### src/rtl/fetch_sequencer_pkg.sv
// Shared types for the fetch sequencer.
//   fseq_state_t : sequencer FSM state
//   addr_t       : default-width program counter
//   pcq_entry_t  : one in-flight fetch record {pc, valid}
package fetch_sequencer_pkg;

   localparam int FSEQ_ADDR_W = 32;
   localparam int PERF_CNT_W  = 32;

   typedef logic [FSEQ_ADDR_W-1:0] addr_t;

   typedef enum logic [1:0] {
      RUN   = 2'd0,
      FLUSH = 2'd1,
      HALT  = 2'd2
   } fseq_state_t;

   typedef struct packed {
      addr_t pc;
      logic  v;
   } pcq_entry_t;

endpackage

### src/rtl/fetch_inflight_queue.sv
// In-flight fetch tracker: a DEPTH-stage shift register of {pc, v}.
// Ports:
//   clk, rstn        clock / async active-low reset
//   hold             freeze every entry (downstream stall)
//   inv_all          clear every valid bit at this edge; the shift still happens
//   in_pc, in_v      record entering stage 0
//   out_pc, out_v    oldest record (stage DEPTH-1)
module fetch_inflight_queue
   import fetch_sequencer_pkg::*;
#(
   parameter int DEPTH  = 1,
   parameter int ADDR_W = FSEQ_ADDR_W
) (
   input  logic              clk,
   input  logic              rstn,
   input  logic              hold,
   input  logic              inv_all,
   input  logic [ADDR_W-1:0] in_pc,
   input  logic              in_v,
   output logic [ADDR_W-1:0] out_pc,
   output logic              out_v
);

   logic [DEPTH-1:0][ADDR_W-1:0] pc_q, pc_d;
   logic [DEPTH-1:0]             v_q, v_d;

   always_comb begin
      pc_d = pc_q;
      v_d  = v_q;
      if (!hold) begin
         pc_d[0] = in_pc;
         v_d[0]  = in_v;
         for (int i = 1; i < DEPTH; i++) begin
            pc_d[i] = pc_q[i-1];
            v_d[i]  = v_q[i-1];
         end
      end
      if (inv_all) begin
         v_d = '0;
      end
   end

   always_ff @(posedge clk or negedge rstn) begin
      if (!rstn) begin
         pc_q <= '0;
         v_q  <= '0;
      end else begin
         pc_q <= pc_d;
         v_q  <= v_d;
      end
   end

   assign out_pc = pc_q[DEPTH-1];
   assign out_v  = v_q[DEPTH-1];

endmodule

### src/rtl/fetch_sequencer.sv
// Fetch sequencer: owns the PC, issues fetches to a synchronous instruction
// memory of read latency LOAD_LATENCY, tracks in-flight fetches, and applies
// branch redirects, stalls, halts and the pipeline flush.
//
// Ports:
//   clk, rstn      clock / async active-low reset
//   be, bd         redirect strobe and target
//   stall_req      hold PC and in-flight queue
//   halt_req       enter HALT (stop issuing)
//   resume         leave HALT
//   pc_to_mem      current PC to instruction memory
//   fetch_issue    pc_to_mem is a real fetch this cycle
//   pc_to_fet      PC of the word returning this cycle
//   inst_valid     returning word is valid
//   flush          pipeline flush, LOAD_LATENCY cycles after a redirect
//   halted         state is HALT
//   redirect_cnt   (FETCH_PERF_CNT_EN only) saturating count of be cycles
//   stall_cnt      (FETCH_PERF_CNT_EN only) saturating count of stall cycles outside HALT
//
// Build option: define FETCH_PERF_CNT_EN to add the two performance counters.
//
// state | meaning
// RUN   | issuing sequential fetches
// FLUSH | redirect taken, flush counter running, still issuing
// HALT  | no new fetches, PC held, in-flight words drain
module fetch_sequencer
   import fetch_sequencer_pkg::*;
#(
   parameter int                LOAD_LATENCY = 1,
   parameter int                ADDR_W       = FSEQ_ADDR_W,
   parameter logic [ADDR_W-1:0] INIT_RIP     = '0
) (
   input  logic              clk,
   input  logic              rstn,
   input  logic              be,
   input  logic [ADDR_W-1:0] bd,
   input  logic              stall_req,
   input  logic              halt_req,
   input  logic              resume,
   output logic [ADDR_W-1:0] pc_to_mem,
   output logic              fetch_issue,
   output logic [ADDR_W-1:0] pc_to_fet,
   output logic              inst_valid,
   output logic              flush,
   output logic              halted
`ifdef FETCH_PERF_CNT_EN
   ,
   output logic [PERF_CNT_W-1:0] redirect_cnt,
   output logic [PERF_CNT_W-1:0] stall_cnt
`endif
);

   localparam int             CNT_W     = $clog2(LOAD_LATENCY + 1);
   localparam logic [CNT_W-1:0] FLUSH_LEN = CNT_W'(LOAD_LATENCY);

   fseq_state_t       state_q, state_d;
   logic [ADDR_W-1:0] pc_q, pc_d;
   logic [CNT_W-1:0]  flush_cnt_q, flush_cnt_d;
   logic              q_out_v;
   logic              q_hold;

   // Gated by rstn so no fetch is advertised while the block is held in reset.
   assign fetch_issue = rstn & (state_q != HALT) & ~stall_req & ~be;
   assign pc_to_mem   = pc_q;
   assign flush       = (flush_cnt_q != '0);
   assign halted      = (state_q == HALT);
   assign inst_valid  = q_out_v & ~flush;
   // A redirect overrides a simultaneous stall, so the queue still shifts.
   assign q_hold      = stall_req & ~be;

   always_comb begin
      state_d     = state_q;
      pc_d        = pc_q;
      flush_cnt_d = (flush_cnt_q != '0) ? flush_cnt_q - CNT_W'(1) : '0;

      // The PC moves on whenever its value was actually consumed by a fetch,
      // so the held PC after a halt is the first address not yet fetched.
      if (be) begin
         pc_d        = bd;
         flush_cnt_d = FLUSH_LEN;
      end else if (fetch_issue) begin
         pc_d = pc_q + ADDR_W'(1);
      end

      case (state_q)
         RUN: begin
            if (be)            state_d = FLUSH;
            else if (halt_req) state_d = HALT;
         end
         FLUSH: begin
            if (be)                     state_d = FLUSH;
            else if (halt_req)          state_d = HALT;
            else if (flush_cnt_d == '0) state_d = RUN;
         end
         HALT: begin
            if (!be && resume && !halt_req) state_d = RUN;
         end
         default: state_d = RUN;
      endcase
   end

   always_ff @(posedge clk or negedge rstn) begin
      if (!rstn) begin
         state_q     <= RUN;
         pc_q        <= INIT_RIP;
         flush_cnt_q <= '0;
      end else begin
         state_q     <= state_d;
         pc_q        <= pc_d;
         flush_cnt_q <= flush_cnt_d;
      end
   end

   fetch_inflight_queue #(
      .DEPTH  (LOAD_LATENCY),
      .ADDR_W (ADDR_W)
   ) u_queue (
      .clk     (clk),
      .rstn    (rstn),
      .hold    (q_hold),
      .inv_all (be),
      .in_pc   (pc_q),
      .in_v    (fetch_issue),
      .out_pc  (pc_to_fet),
      .out_v   (q_out_v)
   );

`ifdef FETCH_PERF_CNT_EN
   logic [PERF_CNT_W-1:0] redirect_cnt_q, redirect_cnt_d;
   logic [PERF_CNT_W-1:0] stall_cnt_q, stall_cnt_d;

   always_comb begin
      redirect_cnt_d = redirect_cnt_q;
      stall_cnt_d    = stall_cnt_q;
      if (be && (redirect_cnt_q != '1)) begin
         redirect_cnt_d = redirect_cnt_q + PERF_CNT_W'(1);
      end
      if (stall_req && (state_q != HALT) && (stall_cnt_q != '1)) begin
         stall_cnt_d = stall_cnt_q + PERF_CNT_W'(1);
      end
   end

   always_ff @(posedge clk or negedge rstn) begin
      if (!rstn) begin
         redirect_cnt_q <= '0;
         stall_cnt_q    <= '0;
      end else begin
         redirect_cnt_q <= redirect_cnt_d;
         stall_cnt_q    <= stall_cnt_d;
      end
   end

   assign redirect_cnt = redirect_cnt_q;
   assign stall_cnt    = stall_cnt_q;
`endif

endmodule

### config.mk
export PLATFORM = sky130hd
export DESIGN_NAME = fetch_sequencer
export DESIGN_NICKNAME = d
export VERILOG_FILES = /design/src/rtl/fetch_sequencer_pkg.sv /design/src/rtl/fetch_inflight_queue.sv /design/src/rtl/fetch_sequencer.sv
export SDC_FILE = /design/constraint.sdc
export NUM_CORES = 1
export LEC_CHECK = 0
export ABC_AREA = 1
export BUFFER_PORTS_ARGS = -buffer_cell sky130_fd_sc_hd__buf_4
export CORE_ASPECT_RATIO = 1.4
export CORE_MARGIN = 2
export CORE_UTILIZATION = 50
export CTS_CLUSTER_SIZE = 20
export DETAILED_ROUTE_END_ITERATION = 7
export PLACE_DENSITY = 0.77
export SLEW_MARGIN = 10
export SYNTH_ARGS = -nofsm -noshare
export SYNTH_HDL_FRONTEND = slang
export SYNTH_SLANG_ARGS = --single-unit
export TNS_END_PERCENT = 1
### constraint.sdc
create_clock -name clk -period 2.6 [get_ports clk]
set_input_delay 0.52 -clock clk [delete_from_list [all_inputs] [get_ports clk]]
set_output_delay 0.52 -clock clk [all_outputs]
set_load 0.01 [all_outputs]
==> results.tsv <==
metric	value	unit
post-synth top area cell	dfrtp_1	
Pleak	2.342	nW
setup violators final	0	
io pins	106	
Worst EP arrival	1.61	ns
die area	0.008087	sq mm
WL per Instance	14.28	um
Crit. End Element	primary output	
setup repair bufs after CTS	0	
ratio of cells with drive above 1 in the final layout	27.26	%
Setup TNS	0	ns
Final Hold Viols	0	
clk_lat worst skew	0.36	ns
clock root cell	clkbuf_8	
Pwr Total	3.185	mW
pre-CTS setup slack	0.5212	ns
fmax	469.8	MHz
max_cap viols	0	
WHS	0.3562	ns
FFs w/ async S/R, synth	100.0	%
hold buffers post-CTS	0	
status	complete, no violations	
Clock Path Buffers	2	
most common cell after layout, fill and taps aside	nand2_1	
number of synthesized flops with an enable pin	0	
PD cells	660.4	mW/mm^2
post-synth top area share	46.15	%
Overflow after GRT	0	
H-tree levels	3	
ys flop type	dfrtp_1	
Synth warnings	0	
vias per std cell	5.108	
unique cell type count in the Yosys netlist	27	
layout net count	632	
Tmin final	2.128	ns
R2R Path End	pc_to_mem[30]	
Port Buffers	105	
post-route setup slack	0.4716	ns
DRT Pass-1 Iters	5	
Crit Path Class	reg -> out	
Chip Width	76.58	um
fin crit share	81.86	%
synthesized cell area	0.003687	sq mm
largest net degree at the start of global routing	69	
Req. time, crit path	2.08	ns
Synth area leaders	dfrtp_1, nand2_1, nor2_1	
cell depth of the worst flop-to-flop path	10	
vias	3550	
number of buffers created by CTS	9	
total routed wirelength	9925	um
sequential share of the synthesized area	46.15	%
Site Rows	37	
Slew HR	42.14	%
Die Ht	105.6	um
Initial Util	50.73	%
CP startpoint	state_q[1]	
Peak VDD IR	0.0004247	V
DRT antenna net count	0	
vias in the first global route	3535	
Filler cells	643	
Seq cells post-synth	68	
# diodes	0	
Core Util, Final	66.35	%
most frequent cells in the layout	nand2_1, buf_4, nor2_1	
r2r setup slk	0.88	ns
CTS tree	yes	
routability congestion estimate	0.9348	
final cell count without fillers	695	
RSZ-0062 raised after global routing	false	
initial antenna violation count	0	
Final HPWL DP	7373	um
# clock sinks	68	
GRT Util Overall	25.73	%
Placement Cell Area	0.004553	sq mm
Core Region	0.007268	sq mm
crit path max fanout	12	
Startpoint Class	register	
post-synthesis cell count	486	
crit path to	fetch_issue	
DP Cell Count	679	
Initial DRC Count	177	
post-CTS sizing	0	
Clock transition at path regs	0.07	ns
syn_area_per_cell	7.587	sq um
DRC	0	
first-pass GRT wire length	16330	um
Final Max Tran Viols	0	
syn_nets	525	
Slew @ Worst Pin	0.8680	ns
Hold/Removal Path Class	in -> async	
clock skew	0.01032	ns
P&R area growth vs syn	30.78	%
RR Startpoint	pc_to_mem[1]	
post-route cell area	0.004822	sq mm
-- state kept, by name (all words and copies together) (netlist names) --
signal and cells:
flush 1, pc_to_mem 32, state_q 2, u_queue.out_pc 32, u_queue.out_v 1
-- worst min-delay path by stage --
stage / startpoint / endpoint / slack [ns] / cells past startpoint
2_1_floorplan: rstn / flush / 0.22 / 0
3_3_place_gp: state_q[1] / state_q[0] / 0.41 / 1
3_5_place_dp: state_q[1] / state_q[0] / 0.43 / 1
4_1_cts: bd[24] / pc_to_mem[24] / 0.37 / 3
5_1_grt: bd[16] / pc_to_mem[16] / 0.38 / 3
6_report: rstn / u_queue.out_pc[6] / 0.36 / 2
-- report_power, final --
group	internal, mW	total, mW	switching [mW]	leakage, nW
Sequential	1.19	1.34	0.145	0.813
Clock	0.742	1.16	0.418	0.136
Combinational	0.322	0.688	0.366	1.39
Total	2.26	3.18	0.928	2.34
-- cell usage after synthesis, types with 2 or more instances --
cell type / n
mux2_1: 3
nor2_2: 8
o21bai_1: 2
buf_4: 4
mux2_2: 7
dfrtp_1: 68
buf_2: 8
nor2_4: 8
nor2_1: 72
inv_1: 35
xor2_1: 9
nand3_1: 47
nand2_1: 157
o21ai_0: 7
o211ai_1: 6
nand2_2: 7
a31oi_1: 2
inv_2: 5
a21oi_1: 23
-- critical path, stage by stage (launching register included) --
cell and delay [ns]:
dfrtp_1 0.38, inv_1 0.08, nor2_2 0.06, nor2_4 0.16
inv_2 0.07, nor2_4 0.29, buf_4 0.19
-- area by class of cell --
class | instances | area, sq um | share of cell area [%]
multi-input combinational | 365 | 1762 | 36.53
timing repair buffer | 109 | 818.3 | 16.97
clock buffer | 13 | 178.9 | 3.710
clock inverter | 3 | 90.09 | 1.868
inverter | 40 | 150.1 | 3.114
sequential | 68 | 1702 | 35.29
tap | 97 | 121.4 | 2.517
-- cells by family (layout without fill, tap and decap cells) --
kind of cell    count (synthesis)  in the layout  share of synthesized area (%)
compound gates                 41             41                          6.311
simple gates                  304            304                          35.94
buf+inv                        53            165                          6.074
xor+xnor                        9              9                          2.138
fa+ha+maj                       1              1                         0.3393
mux                            10             10                          3.054
flops                          68             68                          46.15
-- metal layers --
metal  share of wire [%]  track usage [%]
met1                  39            28.95
met3                 4.7            5.908
met4                 2.6            11.82
met2                  54            45.95
met5                   0                0
No activity file was read; power rests on OpenSTA's default activity.
